**src/rtl/serial_tx_if.sv**
```systemverilog
// serial_tx_if: handshake and serial-line bundle for serial_tx.
// The master side (datapath) offers a word with load and watches ready/busy/done;
// the slave side (the transmitter) owns ready, busy, tx and done.
interface serial_tx_if #(
  parameter int WIDTH = 8
) ();

  logic [WIDTH-1:0] data_in;
  logic             load;
  logic             ready;
  logic             busy;
  logic             tx;
  logic             done;

  modport master (
    output data_in,
    output load,
    input  ready,
    input  busy,
    input  tx,
    input  done
  );

  modport slave (
    input  data_in,
    input  load,
    output ready,
    output busy,
    output tx,
    output done
  );

endinterface

```
**src/rtl/serial_tx.sv**
```systemverilog
// serial_tx: parallel-in, serial-out frame transmitter.
// Frame on tx: start bit (0), WIDTH data bits LSB first, optional even parity bit,
// stop bit (1). Every bit is held for BIT_CYCLES clocks. All state changes on the
// falling edge of clk; reset is synchronous and active-low.
// Optional feature macro: SERIAL_TX_PARITY_EN inserts an even-parity bit before stop.
module serial_tx #(
  parameter int WIDTH      = 8,
  parameter int BIT_CYCLES = 4
) (
  input  logic      clk,
  input  logic      reset,
  serial_tx_if.slave bus
);

  localparam int CW = (BIT_CYCLES > 1) ? $clog2(BIT_CYCLES) : 1;
  localparam int IW = (WIDTH > 1) ? $clog2(WIDTH) : 1;
  localparam logic [CW-1:0] CYC_LAST = CW'(BIT_CYCLES - 1);
  localparam logic [IW-1:0] IDX_LAST = IW'(WIDTH - 1);

  typedef enum logic [2:0] {
    IDLE,
    START,
    DATA,
`ifdef SERIAL_TX_PARITY_EN
    PARITY,
`endif
    STOP
  } state_t;

  state_t           state;
  logic [WIDTH-1:0] shift_q;
  logic [WIDTH-1:0] shift_nxt;
  logic [IW-1:0]    bit_idx;
  logic [CW-1:0]    cyc;
  logic             tx_q;
  logic             done_q;
  logic             bit_end;
`ifdef SERIAL_TX_PARITY_EN
  logic             parity_q;
`endif

  assign shift_nxt = shift_q >> 1;
  assign bit_end   = (cyc == CYC_LAST);

  // Handshake flags come straight from the state so a load is accepted in the done cycle.
  assign bus.ready = (state == IDLE);
  assign bus.busy  = (state != IDLE);
  assign bus.tx    = tx_q;
  assign bus.done  = done_q;

  // Frame sequencer: state, counters, shift register and registered line outputs.
  always_ff @(negedge clk) begin
    if (!reset) begin
      state    <= IDLE;
      tx_q     <= 1'b1;
      done_q   <= 1'b0;
      shift_q  <= '0;
      bit_idx  <= '0;
      cyc      <= '0;
`ifdef SERIAL_TX_PARITY_EN
      parity_q <= 1'b0;
`endif
    end else begin
      done_q <= 1'b0;
      case (state)
        IDLE: begin
          tx_q <= 1'b1;
          cyc  <= '0;
          if (bus.load) begin
            shift_q  <= bus.data_in;
            bit_idx  <= '0;
            state    <= START;
            tx_q     <= 1'b0;
`ifdef SERIAL_TX_PARITY_EN
            parity_q <= ^bus.data_in;
`endif
          end
        end

        START: begin
          if (bit_end) begin
            cyc     <= '0;
            bit_idx <= '0;
            state   <= DATA;
            tx_q    <= shift_q[0];
          end else begin
            cyc <= cyc + 1'b1;
          end
        end

        DATA: begin
          if (bit_end) begin
            cyc     <= '0;
            shift_q <= shift_nxt;
            if (bit_idx == IDX_LAST) begin
`ifdef SERIAL_TX_PARITY_EN
              state <= PARITY;
              tx_q  <= parity_q;
`else
              state <= STOP;
              tx_q  <= 1'b1;
`endif
            end else begin
              bit_idx <= bit_idx + 1'b1;
              tx_q    <= shift_nxt[0];
            end
          end else begin
            cyc <= cyc + 1'b1;
          end
        end

`ifdef SERIAL_TX_PARITY_EN
        PARITY: begin
          if (bit_end) begin
            cyc   <= '0;
            state <= STOP;
            tx_q  <= 1'b1;
          end else begin
            cyc <= cyc + 1'b1;
          end
        end
`endif

        STOP: begin
          if (bit_end) begin
            cyc    <= '0;
            state  <= IDLE;
            tx_q   <= 1'b1;
            done_q <= 1'b1;
          end else begin
            cyc <= cyc + 1'b1;
          end
        end

        default: begin
          state <= IDLE;
          tx_q  <= 1'b1;
          cyc   <= '0;
        end
      endcase
    end
  end

endmodule

```
**src/flat_wrapper.sv**
```systemverilog
// flat-port wrapper written by rule: the top's interface ports become plain ports
module serial_tx_flat 
#(
  parameter int WIDTH      = 8,
  parameter int BIT_CYCLES = 4
)
  (clk, reset, bus_data_in, bus_load, bus_ready, bus_busy, bus_tx, bus_done);
  serial_tx_if #(.WIDTH(WIDTH)) bus_i ();
  input  logic clk;
  input  logic reset;
  input wire logic [$bits(bus_i.data_in)-1:0] bus_data_in;
  input wire logic [$bits(bus_i.load)-1:0] bus_load;
  output wire logic [$bits(bus_i.ready)-1:0] bus_ready;
  output wire logic [$bits(bus_i.busy)-1:0] bus_busy;
  output wire logic [$bits(bus_i.tx)-1:0] bus_tx;
  output wire logic [$bits(bus_i.done)-1:0] bus_done;
  assign bus_i.data_in = bus_data_in;
  assign bus_i.load = bus_load;
  assign bus_ready = bus_i.ready;
  assign bus_busy = bus_i.busy;
  assign bus_tx = bus_i.tx;
  assign bus_done = bus_i.done;
  serial_tx #(.WIDTH(WIDTH), .BIT_CYCLES(BIT_CYCLES)) u_core (.clk(clk), .reset(reset), .bus(bus_i));
endmodule
```
**config.mk**
```make
export PLATFORM = sky130hd
export DESIGN_NAME = serial_tx_flat
export DESIGN_NICKNAME = d
export VERILOG_FILES = /design/src/rtl/serial_tx_if.sv /design/src/rtl/serial_tx.sv /design/src/flat_wrapper.sv
export SDC_FILE = /design/constraint.sdc
export NUM_CORES = 1
export LEC_CHECK = 0
export ABC_AREA = 1
export ABC_CLOCK_PERIOD_IN_PS = 1500
export BUFFER_PORTS_ARGS = -buffer_cell sky130_fd_sc_hd__buf_4
export CAP_MARGIN = 20
export CORE_UTILIZATION = 30
export DETAILED_ROUTE_END_ITERATION = 10
export GPL_ROUTABILITY_DRIVEN = 0
export SYNTH_ARGS = -nofsm -noshare
export SYNTH_HDL_FRONTEND = slang
export SYNTH_SLANG_ARGS = --single-unit
```
**constraint.sdc**
```tcl
create_clock -name clk -period 1.5 [get_ports clk]
set_input_delay 0.3 -clock clk [delete_from_list [all_inputs] [get_ports clk]]
set_output_delay 0.3 -clock clk [all_outputs]
set_load 0.005 [all_outputs]
```
==> impl_metrics.toml <==
[synthesis]
syn_avg_cell_area_um2 = 6.89
ys_seq_area_share_pct = 34.0
synthDistinctLibCells = 17
syn-cell-area_um2 = 1000
ys_warn_count = 0
syn-instance-count = 145
syn-num-nets = 164
ys_ff_latch = 17

[worst_setup_path]
cp.required_ns = 1.20
end_kind = "output pin"
critPathMaxFanout = 3
arrival_ns = 1.80
path_class = "reg -> out"
reg2reg_slack_ns = 0.03
critPathLaunchType = "flip-flop"

[drt]
wl_per_cell_um = 9.64
vias = 1034
drc = 0
postRouteAntennaNets = 0
wl_mm = 2.28
dr.pass1.iters = 4
vias_per_cell = 4.38
drt_iter0_drc = 34

[cts]
cts_tree = "done"
clk_path_buf_depth = 2
h-tree-depth = 1
insertion_delay_ns = 0.37
numCtsBuffers = 3
cts.clk_slew.worst_paths_ns = 0.04
cts_hold_buf = 0
root_buffer = "clkbuf_4"
cts_sinks = 17

[flow_run]
cap_violations = 0

[sta]
holdWs_ns = 0.434
worst_pin_slew_ns = 0.227
slew_viol_final = 0
slew-limit-headroom_pct = 84.8
fin_skew_ns = 0.0145
layout_setup_ws_ns = -0.595
finalHoldViolCount = 0
setup_viol = 4
rsz0062_at_grt = "yes"

[cells_and_area]
drive_above_1_share_pct = 39.1
layout_common_cells = "inv_1 (32), nand2_1 (32), buf_4 (25)"
nFillCells = 346
syn2layout_area_growth_pct = 49.4
diodes = 0
multi_input_area_um2 = 668
layout.nets = 212
regArea_um2 = 344

[die]
num_io_pins = 15
die_area_um2 = 3570
start_util_pct = 32.2
rows = 20
die_x_um = 59.7
die_height_um = 59.7
core_um2 = 3100

[power]
powerDensity_nw_per_um2 = 1860
leakage_nw = 0.803
seqPwrFrac_pct = 25.0
clkPwrFrac_pct = 15.1
p_int_mw = 1.55
combinationalPowerShare_pct = 59.8
switching_share_pct = 44.4
switchingPower_mw = 1.24
peakVddDrop_mv = 1.06

[global_routing]
grt_overflow = 0
antenna_found_initial = 0
grt_max_degree = 14
track_usage_pct = 14.7
grt_pass1_wl_mm = 3.91
grt_pass1_vias = 1026

[placed_design]
dp_slack_ns = -0.280
port_buffers = 14
dp_hpwl_mm = 1.52

[status]
status = "complete, but fails checks"
violations = "negative setup slack"

[worst_hold_path]
hold_path.class = "reg -> reg"
-- power by group through the flow --
stage                     registers [mW]  logic [mW]  clock network [mW]
after floorplan                    0.697       0.941              0.0735
after global placement             0.693        1.27              0.0735
after detailed placement           0.699        1.29              0.0735
after CTS                          0.699        1.45               0.452
after global routing               0.715        1.87               0.498
final                              0.698        1.67               0.422
-- metrics by stage --
stage          instances  setup TNS (ns)  total power, mW  area, um^2  util (%)
6_report             236           -1.84             2.79        1490      48.1
5_1_grt              236           -2.08             3.08        1490      48.1
4_1_cts              235           -1.93             2.60        1390      44.8
3_5_place_dp         212           -3.77             2.07        1240      40.1
3_3_place_gp         212           -3.54             2.04        1240      40.1
2_1_floorplan        145           -1.29             1.71        1020         -
-- final timing paths --
kind / cells past startpoint / to / startpoint
min: 1 / u_core.cyc[0] / u_core.cyc[0]
max: 4 / bus_busy / u_core.state[1]
max reg2reg: 10 / u_core.shift_q[7] / u_core.state[1]
min reg2reg: 1 / u_core.cyc[0] / u_core.cyc[0]
-- worst max-delay path: stages, from the launching register on --
cell,delay [ns]
dfxtp_2,0.31
inv_2,0.07
ha_4,0.16
inv_4,0.03
buf_6,0.10
-- synth_stat cells --
master   instances  area, um^2
nor2_2           1        6.26
a21oi_1          6        30.0
nand2_2          7        43.8
buf_6            4        45.0
o21ai_2          1        8.76
nand3_1         13        65.1
inv_1           19        71.3
dfxtp_1         17         340
nor2_4           2        22.5
o21ai_1          4        20.0
nor3_1           1        5.00
nand2_4          1        11.3
inv_2            3        11.3
nand2_1         36         135
ha_1             8         100
o21ai_0          1        5.00
nor2_1          21        78.8
-- area by class of cell --
type | instances | area share (%)
multi-input cells | 103 | 44.7
flip-flops and latches | 17 | 23.0
repair buffers | 30 | 16.9
inverters | 21 | 5.61
clock inverters | 18 | 4.52
well taps | 44 | 3.69
clock buffers | 3 | 1.51
-- cell families (layout without fill, tap and decap cells) --
kind of cell	after synthesis	in the layout	share of synthesized area, %
AOI/OAI and AO/OA	12	12	6.38
adders and majority gates	8	8	10.0
DFF	17	17	34.0
and+or+nand+nor	82	83	36.8
buffers and inverters	26	72	12.8
-- metal layers --
metal / share of wire, % / vias up / GRT usage (%) / wire length, um
li1: - / 543 / - / -
met1: 43 / 461 / 16.2 / 969
met2: 50 / 28 / 23.7 / 1150
met3: 6.4 / 2 / 6.49 / 145
met4: 0.57 / 0 / 7.97 / 13
met5: 0 / - / 0 / 0
-- sequential cells by signal, summed over array words and instances (netlist names) --
register         flops
u_core.bus.tx        1
u_core.bus.done      1
u_core.state         2
u_core.shift_q       8
u_core.cyc           2
u_core.bit_idx       3
-- timing repair --
item                       CTS  global route
pin swaps                    5            13
setup endpoints to repair   12            17
cloned                       1             0
resized for setup            9            25
setup buffers                7             3
(Power assumes the default switching activity.)
